[src/rtl/handshake_data_to_ctrl_if.sv]
// Handshake bundle for the data-to-control converter: data-token input channel
// plus dataless control-token output channel.
interface handshake_data_to_ctrl_if #(
    parameter int unsigned DATA_WIDTH = 32
);
    logic [DATA_WIDTH-1:0] ins;
    logic                  ins_valid;
    logic                  ins_ready;
    logic                  outs_valid;
    logic                  outs_ready;

    modport master (
        output ins, ins_valid, outs_ready,
        input  ins_ready, outs_valid
    );

    modport slave (
        input  ins, ins_valid, outs_ready,
        output ins_ready, outs_valid
    );
endinterface

[src/rtl/handshake_data_to_ctrl.sv]
// Consumes data tokens and emits one dataless control token per accepted token
// through an opaque elastic buffer; tracks a sticky mismatch flag and a saturating count.
module handshake_data_to_ctrl #(
    parameter int unsigned     DATA_WIDTH = 32,
    parameter longint unsigned EXPECTED   = 64'd1,
    parameter int unsigned     DEPTH      = 2,
    parameter int unsigned     CNT_WIDTH  = 16
) (
    input  logic                 clk,
    input  logic                 rst,
    handshake_data_to_ctrl_if.slave hs,
    output logic                 mismatch,
    output logic [CNT_WIDTH-1:0] token_count
);

    localparam int unsigned           OCC_W   = $clog2(DEPTH + 1);
    localparam logic [OCC_W-1:0]      OCC_MAX = OCC_W'(DEPTH);
    localparam logic [DATA_WIDTH-1:0] EXP_V   = DATA_WIDTH'(EXPECTED);

    if (DEPTH < 1 || DEPTH > 15) begin : g_bad_depth
        $error("handshake_data_to_ctrl: DEPTH must be within 1..15");
    end

    logic [OCC_W-1:0] occ;
    logic [OCC_W-1:0] occ_nxt;
    logic             push;
    logic             pop;

    // Ready/valid come from occupancy alone, so neither side sees a combinational path
    assign hs.ins_ready  = (occ < OCC_MAX) & rst;
    assign hs.outs_valid = (occ != '0);

    assign push = hs.ins_valid & hs.ins_ready;
    assign pop  = hs.outs_valid & hs.outs_ready;

    always_comb begin
        occ_nxt = occ;
        if (push && !pop) begin
            occ_nxt = occ + OCC_W'(1);
        end else if (pop && !push) begin
            occ_nxt = occ - OCC_W'(1);
        end
    end

    always_ff @(posedge clk or negedge rst) begin
        if (!rst) begin
            occ <= '0;
        end else begin
            occ <= occ_nxt;
        end
    end

    // Debug observers: they watch accepted tokens but never influence flow
    always_ff @(posedge clk or negedge rst) begin
        if (!rst) begin
            mismatch    <= 1'b0;
            token_count <= '0;
        end else if (push) begin
            if (hs.ins != EXP_V) begin
                mismatch <= 1'b1;
            end
            if (token_count != {CNT_WIDTH{1'b1}}) begin
                token_count <= token_count + CNT_WIDTH'(1);
            end
        end
    end

endmodule

[src/flat_wrapper.sv]
// flat-port wrapper written by rule: the top's interface ports become plain ports
module handshake_data_to_ctrl_flat 
#(
    parameter int unsigned     DATA_WIDTH = 32,
    parameter longint unsigned EXPECTED   = 64'd1,
    parameter int unsigned     DEPTH      = 2,
    parameter int unsigned     CNT_WIDTH  = 16
)
  (clk, rst, mismatch, token_count, hs_ins, hs_ins_valid, hs_outs_ready, hs_ins_ready, hs_outs_valid);
  handshake_data_to_ctrl_if #(.DATA_WIDTH(DATA_WIDTH)) hs_i ();
  input  logic clk;
  input  logic rst;
  output logic mismatch;
  output logic [CNT_WIDTH-1:0] token_count;
  input wire logic [$bits(hs_i.ins)-1:0] hs_ins;
  input wire logic [$bits(hs_i.ins_valid)-1:0] hs_ins_valid;
  input wire logic [$bits(hs_i.outs_ready)-1:0] hs_outs_ready;
  output wire logic [$bits(hs_i.ins_ready)-1:0] hs_ins_ready;
  output wire logic [$bits(hs_i.outs_valid)-1:0] hs_outs_valid;
  assign hs_i.ins = hs_ins;
  assign hs_i.ins_valid = hs_ins_valid;
  assign hs_i.outs_ready = hs_outs_ready;
  assign hs_ins_ready = hs_i.ins_ready;
  assign hs_outs_valid = hs_i.outs_valid;
  handshake_data_to_ctrl #(.DATA_WIDTH(DATA_WIDTH), .EXPECTED(EXPECTED), .DEPTH(DEPTH), .CNT_WIDTH(CNT_WIDTH)) u_core (.clk(clk), .rst(rst), .hs(hs_i), .mismatch(mismatch), .token_count(token_count));
endmodule
[config.mk]
export PLATFORM = sky130hd
export DESIGN_NAME = handshake_data_to_ctrl_flat
export DESIGN_NICKNAME = d
export VERILOG_FILES = /design/src/rtl/handshake_data_to_ctrl_if.sv /design/src/rtl/handshake_data_to_ctrl.sv /design/src/flat_wrapper.sv
export SDC_FILE = /design/constraint.sdc
export NUM_CORES = 1
export LEC_CHECK = 0
export CAP_MARGIN = 10
export CORE_MARGIN = 3
export CORE_UTILIZATION = 42
export DETAILED_ROUTE_END_ITERATION = 8
export GPL_TIMING_DRIVEN = 0
export PLACE_DENSITY = 0.86
export SYNTH_ARGS = -nofsm -noshare
export SYNTH_HDL_FRONTEND = slang
export SYNTH_SLANG_ARGS = --single-unit
[constraint.sdc]
create_clock -name clk -period 5.05 [get_ports clk]
set_clock_uncertainty 0.05 [all_clocks]
set_input_delay 1.01 -clock clk [delete_from_list [all_inputs] [get_ports clk]]
set_output_delay 1.01 -clock clk [all_outputs]
set_load 0.005 [all_outputs]
# After elaboration in Yosys (flattened, before gate mapping)

Index checks and enable logic that the tools add are counted.

Output and inout port bits: 19
Register bits after elaboration: 19
Bits of input ports: 36
Logic and storage cells: 22

$lt $le $gt $ge: 1
Equality and inequality tests: 2
Bitwise logic cells: 3
Reductions and logical operators: 8
Muxes and demuxes: 2
Add/sub/neg operators: 3

Operators with widths:

| cell                                                               | number |
|---|---|
| 32-bit by 1-bit != test with 1-bit output, second input constant   | 1 |
| 16-bit by 1-bit adder with 16-bit output, second input constant    | 1 |
| 16-bit != test, second input constant                              | 1 |
| 2-bit 2-to-1 mux                                                   | 2 |
| 2-bit AND reduction                                                | 2 |
| 2-bit nonzero test                                                 | 2 |
| 1-bit bitwise AND                                                  | 3 |
| 2-bit by 1-bit adder with 2-bit output, second input constant      | 1 |
| 1-bit logical AND                                                  | 2 |
| 1-bit zero test                                                    | 2 |
| 2-bit less-than comparator, second input constant                  | 1 |
| 2-bit by 1-bit subtractor with 2-bit output, second input constant | 1 |

# Longest topological paths before layout

Depth after elaboration: 7
Depth in mapped cells: 6
Mapped depth without buffers: 6

# Worst setup path after synthesis

No wires, ideal clock.

Path kind: in2out
Start point: in rst
End point: out hs_ins_ready
Slack: 2849 ps
Data required time: 3990 ps
Arrival time: 1141 ps
Buffers on the path: 0
Cell stages on the path: 1
Cell sequence: nor2b_1

Cells in the longest elaborated chain, start to end: 1

RTL lines:

| what              | RTL line                     | text |
|---|---|---|
| from (decl)       | flat_wrapper.sv:12           | `input logic rst;` |
| 1-bit bitwise AND | handshake_data_to_ctrl.sv:30 | `assign hs.ins_ready = (occ < OCC_MAX) & rst;` |
| to (decl)         | flat_wrapper.sv:18           | `output wire logic [$bits(hs_i.ins_ready)-1:0] hs_ins_ready;` |

Every way passes these cells.

# Worst setup path in the final report

Ends and elaborated chain as after synthesis.

==> results.sh <==
export IMPL_m1WireLength_mm=1.23
export IMPL_final_hold_viol_count=0
export IMPL_cts_made_buffers=3
export IMPL_dp_cells=186
export IMPL_critical_path_class="input pin to primary output"
export IMPL_rsz0062_at_grt="no"
export IMPL_status="completed"
export IMPL_ys_types=35
export IMPL_worstPathMaxFanout=21
export IMPL_clockBufferDepth=2
export IMPL_clk_pin_slew_worst_paths_ns=0.10
export IMPL_power_frac_clock_pct=15.9
export IMPL_gp_congestion=0.771
export IMPL_cp_buffers_inverters=2
export IMPL_hold_ws_ns=0.450
export IMPL_drtIter0Drc=25
export IMPL_swShare_pct=32.0
export IMPL_dpl_hpwl_mm=2.30
export IMPL_crit_family="buffers and inverters"
export IMPL_area_delta_synth_final_pct=56.1
export IMPL_cts_resized=0
export IMPL_vias=1018
export IMPL_cp_slowest_cell="clkdlybuf4s50_1"
export IMPL_final_seq_area_um2=475
export IMPL_synthCells=104
export IMPL_drv_cap=0
export IMPL_worstHoldStart="u_core.mismatch"
export IMPL_p_int_mw=0.330
export IMPL_die_width_um=56.6
export IMPL_multi_input_area_um2=592
export IMPL_endpoint_kind="primary output"
export IMPL_vias_per_cell=5.36
export IMPL_hp_class="flip-flop to flip-flop"
export IMPL_comb_power_share_pct=37.3
export IMPL_routedWlPerCell_um=14.8
export IMPL_tightest_slew_ns=0.979
export IMPL_syn_nets=142
export IMPL_synth_warnings=0
export IMPL_peakVddDrop_mv=0.288
export IMPL_cts_tree="done"
export IMPL_met2_wirelength_mm=1.45
export IMPL_post_cts_repair_setup_buffers=0
export IMPL_grt_pass1_wl_mm=4.78
export IMPL_p_switching_mw=0.155
export IMPL_reg2reg_from="u_core.token_count[1]"
export IMPL_clk_latency_ns=0.30
export IMPL_required_ns=3.99
export IMPL_maxUsedRoutingLayer="met4"
export IMPL_n_fill_cell=182
export IMPL_powerDensity_nw_per_um2=289
export IMPL_overflow=0
export IMPL_critPathMaxStageDelay_ns=1.11
export IMPL_port_buffers=54
export IMPL_worst_setup_path_start_kind="input pin"
export IMPL_p_seq_share_pct=46.8
export IMPL_cpMostUsedCell="clkdlybuf4s50_1"
export IMPL_htreeDepth=1
export IMPL_wl_met3_um=107
export IMPL_slew_headroom_pct=34.6
export IMPL_syn_area_per_cell_um2=10.3
export IMPL_ctsHoldBuffers=0
export IMPL_arrival_ns=2.87
export IMPL_initial_core_util_pct=46.4
export IMPL_layout_nets=201
export IMPL_tns_ns=0
export IMPL_drc=0
export IMPL_drt_pass1_iterations=4
export IMPL_die_height_um=56.6
export IMPL_syn_cell_area_um2=1070
export IMPL_n_antenna_cell=0
export IMPL_period_share_pct=77.9
export IMPL_cts_root_buf="clkbuf_4"
export IMPL_drt_total_wl_mm=2.81
export IMPL_leakage_nw=0.678
export IMPL_setup_viol=0
export IMPL_synth_seq_area_share_pct=44.2
export IMPL_rows=17
export IMPL_grt_max_degree=22
export IMPL_cp_cell_sequence="clkdlybuf4s50_1, nor2b_1, clkdlybuf4s50_1"
export IMPL_grt_pass1_vias=1041
export IMPL_finalCriticalPeriod_ns=3.93
export IMPL_antenna_found_initial=0
export IMPL_fin_cells=190
export IMPL_ys_seq_elements=19
export IMPL_design_die_area_um2=3200
export IMPL_ant_nets=0
export IMPL_max_freq_mhz=254
export IMPL_ios=55
export IMPL_drive_gt1_share_pct=8.64
export IMPL_core_um2=2320
export IMPL_cts_sinks=19
export IMPL_slew_violations=0
export IMPL_track_usage_pct=18.8
export IMPL_crit_start="rst"
layer usage:
layer  global-route usage (%)  up-vias
met1                     23.6      483
met3                     3.91        4
li1                         -      506
met4                     3.05        0
met5                        0        -
met2                     33.3       25
state kept, by name (all words and copies together), names as in the netlist:
| register | flops |
|---|---|
| u_core.token_count | 16 |
| u_core.mismatch | 1 |
| u_core.occ | 2 |
path summary, 6_finish.rpt:
| path | end | slack (ns) | cells past startpoint |
|---|---|---|---|
| min in group asynchronous | u_core.token_count[9] | 1.18 | 1 |
| worst max-delay path | hs_ins_ready | 1.12 | 3 |
| worst min register to register | u_core.mismatch | 0.45 | 1 |
| worst min-delay path | u_core.mismatch | 0.45 | 1 |
| worst max register to register | u_core.token_count[1] | 3.20 | 5 |
| max in group asynchronous | u_core.token_count[5] | 3.16 | 1 |
stage by stage:
stage               total power [mW]  setup slack, ns  utilization [%]  area (um2)
floorplan                      0.302             2.85                -        1070
global placement               0.400             1.11             71.2        1650
detailed placement             0.411             1.06             71.2        1650
CTS                            0.490             1.05             72.4        1680
global route                   0.516            0.948             72.4        1680
finish                         0.485             1.12             72.4        1680
synthesized netlist by cell type:
| library cell | count | area, um2 |
|---|---|---|
| a21oi_1 | 2 | 10.0 |
| nor2b_1 | 1 | 6.26 |
| o211ai_1 | 1 | 7.51 |
| nor4_2 | 1 | 12.5 |
| nand4_4 | 1 | 21.3 |
| nand3_2 | 1 | 10.0 |
| nor3_1 | 5 | 25.0 |
| or2_2 | 1 | 6.26 |
| inv_1 | 2 | 7.51 |
| and3_1 | 1 | 6.26 |
| nand3_1 | 6 | 30.0 |
| mux2_1 | 1 | 11.3 |
| or3_1 | 1 | 6.26 |
| ha_1 | 2 | 25.0 |
| nor2_2 | 1 | 6.26 |
| mux2_4 | 1 | 15.0 |
| nor4b_1 | 1 | 8.76 |
| or2_1 | 1 | 6.26 |
| nor4_4 | 1 | 21.3 |
| nor3b_1 | 1 | 7.51 |
| nand2b_1 | 1 | 6.26 |
| mux2_2 | 2 | 22.5 |
| nand4_1 | 7 | 43.8 |
| o21a_1 | 2 | 15.0 |
| nand2_1 | 11 | 41.3 |
| xnor2_1 | 4 | 35.0 |
| xor2_1 | 7 | 61.3 |
| nor2_1 | 6 | 22.5 |
| and4_1 | 1 | 8.76 |
| dfrtp_1 | 19 | 475 |
| o21ai_0 | 1 | 5.00 |
| mux2i_1 | 1 | 10.0 |
| nand3b_4 | 1 | 20.0 |
| nor4_1 | 8 | 50.1 |
| or4_1 | 1 | 7.51 |
layout make-up:
type | count | share of cell area [%]
timing repair buffer | 54 | 32.2
multi-input combinational | 83 | 35.3
tap | 28 | 2.09
sequential | 19 | 28.3
inverter | 2 | 0.447
clock buffer | 3 | 1.34
clock inverter | 1 | 0.298
cells in the final DEF (no fill, tap or decap), types with 2 or more instances in the layout:
cell,n
dfrtp_1,19
inv_1,2
clkbuf_4,3
nor3_1,5
nor2_1,6
xnor2_1,4
a21oi_1,2
nor4_1,8
nand3_1,6
o21a_1,2
clkdlybuf4s50_1,54
xor2_1,7
nand2_1,11
ha_1,2
mux2_2,2
nand4_1,7
power groups by stage:
stage | Clock (mW) | Sequential, mW | Combinational, mW
after floorplan | 0 | 0.223 | 0.0793
after global placement | 0 | 0.225 | 0.175
after detailed placement | 0 | 0.229 | 0.182
after CTS | 0.0797 | 0.227 | 0.183
after global routing | 0.0864 | 0.232 | 0.197
final | 0.0772 | 0.227 | 0.181
kinds of logic (layout without fill, tap and decap cells):
| family | after synthesis | count (layout) | synth area share, % |
|---|---|---|---|
| muxes | 5 | 5 | 5.47 |
| AOI/OAI and AO/OA | 6 | 6 | 3.49 |
| xor gates and xnor gates | 11 | 11 | 8.96 |
| buffers and inverters | 2 | 60 | 0.699 |
| DFF | 19 | 19 | 44.2 |
| adders and majority gates | 2 | 2 | 2.33 |
| and+or+nand+nor | 59 | 59 | 34.8 |
Note: power is estimated with default switching activity, not from simulation.
